### config.mk
export PLATFORM = sky130hd
export DESIGN_NAME = risc_fetch_unit
export DESIGN_NICKNAME = d
export VERILOG_FILES = /design/src/rtl/risc_pkg.sv /design/src/rtl/fetch_queue.sv /design/src/rtl/risc_fetch_unit.sv
export SDC_FILE = /design/constraint.sdc
export NUM_CORES = 1
export LEC_CHECK = 0
export ABC_CLOCK_PERIOD_IN_PS = 7600
export CAP_MARGIN = 20
export CORE_UTILIZATION = 31
export DETAILED_ROUTE_END_ITERATION = 16
export GPL_TIMING_DRIVEN = 0
export HOLD_SLACK_MARGIN = 0.02
export SLEW_MARGIN = 5
export SYNTH_ARGS = -nofsm -noshare
export SYNTH_HDL_FRONTEND = slang
export SYNTH_SLANG_ARGS = --single-unit
export TNS_END_PERCENT = 20
### constraint.sdc
create_clock -name clk -period 7.6 [get_ports clk]
set_input_delay 1.52 -clock clk [delete_from_list [all_inputs] [get_ports clk]]
set_output_delay 1.52 -clock clk [all_outputs]
set_load 0.02 [all_outputs]
### src/rtl/risc_pkg.sv
// Shared definitions for the risc16-family fetch front end: the instruction
// that decode sees when nothing is queued, the default PC increment and the queue entry layout.
package risc_pkg;

  localparam int XLEN_DEFAULT    = 16;
  localparam int PC_STEP_DEFAULT = 2;

  localparam logic [XLEN_DEFAULT-1:0] NOP_INSN = '0;

  // One prefetched instruction together with the address it was fetched from
  typedef struct packed {
    logic [XLEN_DEFAULT-1:0] pc;
    logic [XLEN_DEFAULT-1:0] ir;
  } fetch_entry_t;

endpackage

### src/rtl/fetch_queue.sv
// Generic DEPTH x WIDTH synchronous FIFO with flush; flush overrides push/pop.
// The head entry is presented combinationally on head_data.
module fetch_queue #(
  parameter int DEPTH = 4,
  parameter int WIDTH = 32
) (
  input  logic                     clk,
  input  logic                     rst,
  input  logic                     flush,
  input  logic                     push,
  input  logic [WIDTH-1:0]         push_data,
  input  logic                     pop,
  output logic [WIDTH-1:0]         head_data,
  output logic [$clog2(DEPTH):0]   count
);

  localparam int AW = $clog2(DEPTH);
  localparam int CW = AW + 1;

  logic [WIDTH-1:0] mem [DEPTH];
  logic [AW-1:0]    wr_ptr;
  logic [AW-1:0]    rd_ptr;
  logic             push_ok;
  logic             pop_ok;

  // Overflowing pushes and underflowing pops are dropped so the pointers stay consistent
  assign push_ok = push && !flush && (count != CW'(DEPTH));
  assign pop_ok  = pop  && !flush && (count != '0);

  always_ff @(posedge clk) begin
    if (rst || flush) begin
      wr_ptr <= '0;
      rd_ptr <= '0;
      count  <= '0;
    end else begin
      if (push_ok) wr_ptr <= wr_ptr + AW'(1);
      if (pop_ok)  rd_ptr <= rd_ptr + AW'(1);
      case ({push_ok, pop_ok})
        2'b10:   count <= count + CW'(1);
        2'b01:   count <= count - CW'(1);
        default: count <= count;
      endcase
    end
  end

  always_ff @(posedge clk) begin
    if (push_ok && !rst) mem[wr_ptr] <= push_data;
  end

  assign head_data = mem[rd_ptr];

endmodule

### src/rtl/risc_fetch_unit.sv
// Instruction fetch front end: PC sequencer, memory request logic and a
// prefetch queue of {pc, instruction} pairs feeding decode.
module risc_fetch_unit
  import risc_pkg::*;
#(
  parameter int              XLEN     = 16,
  parameter int              DEPTH    = 4,
  parameter logic [XLEN-1:0] RESET_PC = '0,
  parameter int              PC_STEP  = PC_STEP_DEFAULT
) (
  input  logic                   clk,
  input  logic                   rst,
  output logic [XLEN-1:0]        i_addr,
  output logic                   i_oe,
  input  logic                   i_ready,
  input  logic [XLEN-1:0]        i_din,
  input  logic                   redirect,
  input  logic [XLEN-1:0]        redirect_pc,
  output logic                   id_valid,
  input  logic                   id_ready,
  output logic [XLEN-1:0]        id_ir,
  output logic [XLEN-1:0]        id_pc,
  output logic [$clog2(DEPTH):0] q_count
);

  localparam int CW = $clog2(DEPTH) + 1;

  logic [XLEN-1:0]   fetch_pc;
  logic [CW-1:0]     count;
  logic [2*XLEN-1:0] head;
  logic              full;
  logic              push;
  logic              pop;

  // Requests look only at the registered occupancy, so a full queue waits a cycle after a pop
  assign full     = (count == CW'(DEPTH));
  assign i_oe     = !rst && !full && !redirect;
  assign push     = i_oe && i_ready;
  assign id_valid = !rst && (count != '0);
  assign pop      = id_valid && id_ready && !redirect;

  always_ff @(posedge clk) begin
    if (rst)           fetch_pc <= RESET_PC;
    else if (redirect) fetch_pc <= redirect_pc;
    else if (push)     fetch_pc <= fetch_pc + XLEN'(PC_STEP);
  end

  fetch_queue #(
    .DEPTH (DEPTH),
    .WIDTH (2*XLEN)
  ) u_queue (
    .clk       (clk),
    .rst       (rst),
    .flush     (redirect),
    .push      (push),
    .push_data ({fetch_pc, i_din}),
    .pop       (pop),
    .head_data (head),
    .count     (count)
  );

  assign i_addr  = fetch_pc;
  assign q_count = rst ? '0 : count;
  assign id_pc   = id_valid ? head[2*XLEN-1:XLEN] : '0;
  assign id_ir   = id_valid ? head[XLEN-1:0]      : XLEN'(NOP_INSN);

endmodule

## Yosys cells after proc, flatten, opt, wreduce, memory -nomap -nowiden

Memories as Yosys holds them, arrays and structs flattened. A register that Yosys moved wholly into a read port is not among the register bits.
Index checks and enable logic that the tools add are counted.

| cells by class | value |
|---|---|
| $add $sub $neg | 5 |
| muxes and demuxes | 10 |
| eq/ne operators | 4 |
| reduce and logical (&&, ||, !) cells | 18 |

Operators with widths:

| kind | count |
|---|---|
| $mux W16 | 4 |
| $add A16 B2 Y16 const B | 1 |
| $logic_and A1 B1 Y1 | 11 |
| $pmux W3 S2 | 1 |
| $add A2 B1 Y2 const B | 2 |
| $mux W2 | 2 |
| $reduce_bool A2 Y1 | 2 |
| $add A3 B1 Y3 const B | 1 |
| $eq A3 B3 Y1 const B | 1 |
| $logic_not A1 Y1 | 3 |
| $mux W3 | 1 |
| $ne A3 B3 Y1 const B | 1 |
| $reduce_bool A3 Y1 | 1 |
| $sub A3 B1 Y3 const B | 1 |
| $eq A2 B1 Y1 const B | 1 |
| $eq A2 B2 Y1 const B | 1 |
| $mux W1 | 2 |
| $logic_or A1 B1 Y1 | 1 |

| storage, ports and cells | value |
|---|---|
| RAM bits | 128 |
| input bits | 37 |
| logic and storage cells | 42 |
| output and inout bits | 53 |
| memories kept | 1 |
| flip-flop bits (word level) | 23 |

Memories:

| memory | depth | bits a word | read ports | clocked after memory_dff | wr ports | line | RTL |
|---|---|---|---|---|---|---|---|
| u_queue.mem | 4 | 32 | 1 | 1 | 1 | fetch_queue.sv:20 | `logic [WIDTH-1:0] mem [DEPTH];` |

## Logic depth before layout (Yosys ltp)

| logic depth | value |
|---|---|
| depth in word-level cells | 10 |
| gate-level depth with buffers | 10 |
| gate-level depth less buffers | 9 |

## Cells and area by module

Synthesis repeated with hierarchy kept, for this count alone.

| unflattened totals | value |
|---|---|
| cell total of the unflattened synthesis | 383 |
| area total of the unflattened synthesis | 6343.6 um^2 |

By module, submodules not included:

| module | sequential area each (um^2) | cells each | times used | area each (um^2) |
|---|---|---|---|---|
| fetch_queue | 4023.9 | 221 | 1 | 5146.2 |
| risc_fetch_unit | 320.3 | 162 | 1 | 1197.4 |

## Least setup slack after synthesis

OpenSTA, ideal clock, no wires.

| timing | value |
|---|---|
| kind | input port to output port |
| start point | in rst |
| end point | out id_ir[0] |
| path buffers | 1 |
| slack | 3.694 ns |
| required time | 6.080 ns |
| stages on the path | 3 |
| data arrival time | 2.386 ns |
| path through | or2_2 -> clkbuf_1 -> nor2b_1 |

| between the ends | value |
|---|---|
| word-level cells in the longest chain between the ends | 3 |

Ends and longest elaborated chain:

| what | line | RTL |
|---|---|---|
| from (decl) | risc_fetch_unit.sv:12 | `input logic rst,` |
| $logic_not A1 Y1 | risc_fetch_unit.sv:39 | `assign id_valid = !rst && (count != '0);` |
| $logic_and A1 B1 Y1 | risc_fetch_unit.sv:39 |  |
| $mux W16 | risc_fetch_unit.sv:65 | `assign id_ir = id_valid ? head[XLEN-1:0] : XLEN'(NOP_INSN);` |
| to (decl) | risc_fetch_unit.sv:21 | `output logic [XLEN-1:0] id_ir,` |

Every way passes these cells.

## Worst setup path after layout

| timing | value |
|---|---|
| start point | in rst |
| end point | out q_count[0] |

| between the ends | value |
|---|---|
| word-level cells in the longest chain between the ends | 1 |

Ends and longest elaborated chain:

| what | line | RTL |
|---|---|---|
| $mux W3 | risc_fetch_unit.sv:63 | `assign q_count = rst ? '0 : count;` |
| to (decl) | risc_fetch_unit.sv:23 | `output logic [$clog2(DEPTH):0] q_count` |

Every way passes these cells.

==> qor.txt <==
ANT nets after route -> 0
Area contributors post-synth -> edfxtp_1, mux4_2, dfxtp_1
largest family of logic cells by synthesized area -> multiplexers
synth-to-layout area growth -> 30.9%
Reg power frac -> 0.501
Worst setup SP type -> input port
Reg clk slew, reported paths -> 0.06 ns
port buffer count -> 89
Setup Buffers After CTS -> 0
Synth Area per Inst -> 16.7 sq um
CTS HTree Levels -> 4
Setup-failing EPs final -> 0
Seq cells post-synth -> 153
Critical Path Sink Type -> output pin
die width -> 143 um
Seq/Total Area, Yosys -> 0.703
synth unique cells -> 46
asr flop ratio synth -> 0
Post-synth top flop -> edfxtp_1
final worst path period need -> 5.17 ns
antenna violations before repair -> 0
compound-gate portion of the synthesized area -> 0.0385
Starting Density -> 0.316
Final Slew Violations -> 0
flop2flop setup slack -> 4.78 ns
grt ovf -> 0
vias in the first global route -> 3711
Reg2Reg Depth -> 10
worst-margin pin slew -> 0.694 ns
Ant. Diodes -> 0
core box area -> 0.0195 sq mm
DRC -> 0
Simple-Gate Fraction of Synth Area -> 0.0921
number of synthesized flops with an enable pin -> 128
Ports -> 90
clk root buf -> clkbuf_16
CTS Hold Buffers Added -> 0
setup_tns -> 0 ns
first-pass GRT wire length -> 20.8 mm
sw power -> 385 uW
via count -> 3642
Sw Share -> 0.206
Slew HR -> 0.538
Power Density -> 231 mW/mm^2
Cells after Synth -> 371
post-DR vias/cell -> 4.79
WP data required -> 6.08 ns
Internal Pwr Total -> 1480 uW
fmax -> 0.194 GHz
CP max-delay cell -> clkdlybuf4s50_1
CTS tree -> done
drt initial violations -> 192
Peak VDD IR -> 0.000158 V
worst hold path class -> reg2reg
Crit path largest cell delay -> 0.56 ns
Clock Path Buffers -> 2
layout cells sized above 1 -> 0.165
1st-pass router iterations -> 5
largest net degree at the start of global routing -> 26
final hold viol count -> 0
most common cell after layout, fill and taps aside -> edfxtp_1
hold path depth -> 0
Die Height -> 143 um
r2r startpoint -> u_queue.count[2]
Synth Net Count -> 415
status -> complete, no violations
Critical Path AT -> 3.65 ns
Post-Route WL -> 13.4 mm
Synth Warn # -> 0
share of the synthesized area in the top cell type -> 0.622
WS Path Type -> in2out
overall routing resource usage -> 0.141
Leak -> 0.00257 uW
WL/cell -> 17.6 um
critical path, cell by cell -> clkdlybuf4s50_1 > clkbuf_1 > clkbuf_1 > nor2_1 > clkdlybuf4s50_1
clock share of power -> 0.453
Synth area leader -> edfxtp_1
XOR/XNOR Fraction of Synth Area -> 0.00851
total of max-cap violations -> 0
area of the die -> 0.0205 sq mm
WHS Endpoint -> u_queue.mem[0][16]
hold path start -> i_addr[0]
global placement routability congestion -> 0.775
Comb power frac -> 0.046
Final Cycle Share -> 0.680
clk sink count -> 153
post-synthesis mux area share -> 0.124
hold slack -> 0.530 ns
Rows -> 51
unrepaired setup endpoints after global routing -> false
Crit Path Max Fanout -> 10
layout net count -> 527
post-cts sizing count -> 0
Worst-Skew Late Latency -> 0.42 ns
most frequent cells in the layout -> edfxtp_1, clkdlybuf4s50_1, nor2b_1
Post-Syn Area -> 0.00618 sq mm
clock skew -> 0.00771 ns
Num CTS Buffers -> 17
Synth Area in Adders -> 0.0154
Reg2Reg Capture Point -> u_queue.count[2]
HPWL after DPL -> 9.02 mm
[synthesized netlist by cell type, types with 4 or more instances]
cell and count:
nand2_1 11, ha_1 6, xor2_1 4, nor2_1 19
a22oi_1 4, o21ai_1 5, mux4_2 32, nor3_1 4
buf_2 6, nor2b_1 34, clkbuf_1 11, and3_1 6
dfxtp_1 25, a21oi_1 14, a31oi_1 8, edfxtp_1 128
nand3_1 7, inv_1 10
[flip-flops by register name, indices dropped and copies added, names as in the netlist, named ones only]
signal	count
i_addr	16
u_queue.wr_ptr	2
u_queue.mem	128
u_queue.rd_ptr	2
u_queue.count	3
[how the worst max path moves through the flow]
stage	slack (ns)	cells past startpoint	endpoint	from
5_1_grt	2.30	5	q_count[0]	rst
2_1_floorplan	3.69	3	id_ir[0]	rst
3_3_place_gp	2.46	5	q_count[1]	rst
6_report	2.43	5	q_count[0]	rst
3_5_place_dp	2.42	5	q_count[0]	rst
4_1_cts	2.40	5	q_count[0]	rst
[through the flow]
stage,setup slack (ns),utilization,cells,power [uW],instance area (sq um)
2_1_floorplan,3.69,-,371,987,6180
3_3_place_gp,2.46,0.379,725,1040,7400
3_5_place_dp,2.42,0.383,729,1040,7490
4_1_cts,2.40,0.414,761,1890,8090
5_1_grt,2.30,0.414,761,1930,8090
6_report,2.43,0.414,761,1870,8090
[power by group through the flow]
stage	sequential, uW	clock (uW)	combinational, uW
global route	937	898	92.8
detailed placement	953	0	86.6
CTS	936	864	87.0
global placement	952	0	84.1
finish	936	845	85.9
floorplan	954	0	32.4
[logic make-up after synthesis]
| group | Yosys count |
|---|---|
| simple gates | 101 |
| xor+xnor | 6 |
| buf+inv | 29 |
| flops | 153 |
| compound gates | 39 |
| fa+ha+maj | 7 |
| mux | 36 |
[per-layer routing]
| layer | part of all wire | global-route usage | vias up |
|---|---|---|---|
| li1 | - | - | 1666 |
| met1 | 0.42 | 0.176 | 1843 |
| met2 | 0.52 | 0.235 | 118 |
| met3 | 0.050 | 0.0322 | 15 |
| met4 | 0.014 | 0.0560 | 0 |
| met5 | 0 | 0 | - |
[critical path: cells and delay by family]
kind | cells | cell delay (ns)
AND/OR/NAND/NOR | 1 | 0.09
buffers and inverters | 4 | 2.04
[cell type report]
class	instances	area (sq um)
Buffer	18	75.1
Clock buffer	17	425
Clock inverter	15	176
Fill cell	1792	11400
Inverter	11	41.3
Multi-Input combinational cell	189	1720
Sequential cell	153	4340
Tap cell	265	332
Timing Repair Buffer	93	971
(Power assumes the default switching activity.)
==> patch: new RTL, same settings <==
Put a register stage on the output `q_count`, with the module's reset. The value now appears one clock later. The other outputs are not delayed to match.
--- a/src/rtl/risc_fetch_unit.sv
+++ b/src/rtl/risc_fetch_unit.sv
@@ -60,7 +60,13 @@
   );
 
   assign i_addr  = fetch_pc;
-  assign q_count = rst ? '0 : count;
+  always_ff @(posedge clk) begin
+    if (rst) begin
+      q_count <= '0;
+    end else begin
+      q_count <= rst ? '0 : count;
+    end
+  end
   assign id_pc   = id_valid ? head[2*XLEN-1:XLEN] : '0;
   assign id_ir   = id_valid ? head[XLEN-1:0]      : XLEN'(NOP_INSN);
 
Function: changed (Yosys sat finds a counterexample within 4 cycles, from zero or initial values and one cycle with rst high).
==> patch against the original RTL <==
Via count decreased by 1.1%; synthesized cell count up 0.81%; combinational power about the same; sequential cell count up 3; largest cell class unchanged; final area up 0.37%; highest routed layer unchanged; wire length grew 0.97%; worst setup slack improved by 28 ps; synthesized area grew 0.97%; critical endpoint is now id_pc[8]; clock power fell by 3.6%; power decreased by 0.79%; critical path depth did not move.
==> patch: results (changes against the original RTL) <==
** Critical path
- The critical path data arrival time was 3620 ps (-30 ps).
- The worst setup slack for register-to-register paths is 4850 ps (+70 ps).
- The delay of the slowest cell on the worst path came to 630 ps (+70 ps).

** Yosys
- Leading cell types by count after synthesis :: sky130_fd_sc_hd__edfxtp_1, sky130_fd_sc_hd__nor2b_1, sky130_fd_sc_hd__mux4_2
- Sorting the synthesized cells by area gives the leading types as sky130_fd_sc_hd__edfxtp_1, sky130_fd_sc_hd__mux4_2, sky130_fd_sc_hd__dfxtp_1.
- The multiplexer share of the synthesized area was 12.2% (-0.12 points).
- Area share of fa/ha/maj cells after synthesis :: 1.52% (-0.015 points)
- The share of the synthesized area in compound gates (AO/OA/AOI/OAI) came to 3.81% (-0.037 points).
- Average cell area after synthesis :: 16.7 µm² (+0.16%)
- The sequential-to-total area share from yosys stat is 70.6% (+0.29 points).
- The share of the synthesized netlist area taken by xor and xnor gates is 0.842% (-0.0082 points).
- Synthesized net count :: 418 (+0.72%)

** Placement
- Gpl congestion :: 0.747 (-3.5%)
- Half-perimeter wire length of the detailed placement result :: 9.23 mm (+2.3%)
- The post-placement cell count was 732 (+0.41%).
- Instance area after placement :: 7550 µm² (+0.80%)

** Hold path
- Sink of the worst hold path :: q_count[2]
- Cell count of the worst hold path :: 1 (+1)

** Run status
- The run finished with clean final reports.

** GRT
- First-pass GRT wire length :: 21.3 mm (+2.5%)
- The largest net degree at the start of global routing came to 27 (+3.8%).
- Overall fraction of global-route tracks in use :: 14.2% (+0.078 points)
- The via count of the first global-routing pass is 3731 (+0.54%).

** Route
- The number of iterations in the first detailed-routing pass is 4 (-1).
- The total via count after detailed routing came to 3603 (-1.1%).
- The mean routed wirelength per cell is 17.7 µm (+0.57%).

** Final layout
- Ratio of cells with drive above 1 in the final layout :: 16.2% (-0.30 points)
- The fill cell total of the finished layout was 1826 (+1.9%).
- The total number of nets in the final design came to 530 (+0.57%).

** Power and ir drop
- Worst IR drop on VDD :: 175 µV (+11%)
- The leakage power figure is 2.57 nW (+0.33%).

** STA
- Worst-case headroom to the max-slew limit :: 51.9% (-1.9 points)
- The worst clock skew came to 10.3 ps (+2.62 ps).
==> patch: worst max-delay path by stage <==
| stage | endpoint | slack [ps] | cells past startpoint |
|---|---|---|---|
| 2_1_floorplan | id_ir[0] | 3690 | 3 |
| 6_report | id_pc[8] | 2460 | 5 |
| 4_1_cts | id_pc[8] | 2400 | 5 |
| 5_1_grt | id_pc[8] | 2300 | 5 |
| 3_5_place_dp | id_pc[8] | 2410 | 5 |
| 3_3_place_gp | id_pc[8] | 2450 | 5 |
==> patch: final cells by class <==
class                   instances  area [µm²]  share of cell area [%]
flip-flops and latches        156        4400                    54.3
repair buffers                 93         971                    12.0
well taps                     265         332                    4.08
multi-input cells             189        1720                    21.2
plain buffers                  18        75.1                   0.925
clock buffers                  17         425                    5.24
clock inverters                15         146                    1.80
inverters                      11        41.3                   0.509
==> patch: worst reg2reg max path, stage by stage, from the launching register on <==
cell                      delay (ps)
sky130_fd_sc_hd__dfxtp_1         370
sky130_fd_sc_hd__or3b_1          460
sky130_fd_sc_hd__and2_4          200
sky130_fd_sc_hd__inv_2           110
sky130_fd_sc_hd__buf_2           240
sky130_fd_sc_hd__ha_1            240
sky130_fd_sc_hd__inv_1            70
sky130_fd_sc_hd__fa_1            370
sky130_fd_sc_hd__xor2_1          160
sky130_fd_sc_hd__or3_1           320
sky130_fd_sc_hd__a21oi_1         140
==> patch: through the flow <==
stage / setup slack (ps) / hold WS (ps)
final: 2460 / 515
after global routing: 2300 / 548
after CTS: 2400 / 517
after detailed placement: 2410 / 500
after global placement: 2450 / 498
after floorplan: 3690 / 474
==> patch: kinds of logic (layout without fill, tap and decap cells) <==
kind of cell,after synthesis,count (layout)
xor+xnor,6,6
simple gates,101,101
buf+inv,29,154
compound gates,39,39
flops,156,156
fa+ha+maj,7,7
mux,36,36
==> patch: report_power, final <==
part,internal [W],switching [W]
clock network,0.000482,0.000333
logic,0.0000450,0.0000412
registers,0.000937,0.0000140
total,0.00146,0.000388
==> patch: layer usage <==
layer,wire length [µm],vias up,track usage [%]
met5,0,-,0
met1,5780,1813,18.3
met2,7020,99,23.3
li1,-,1682,-
met4,129,0,4.54
met3,620,9,3.37
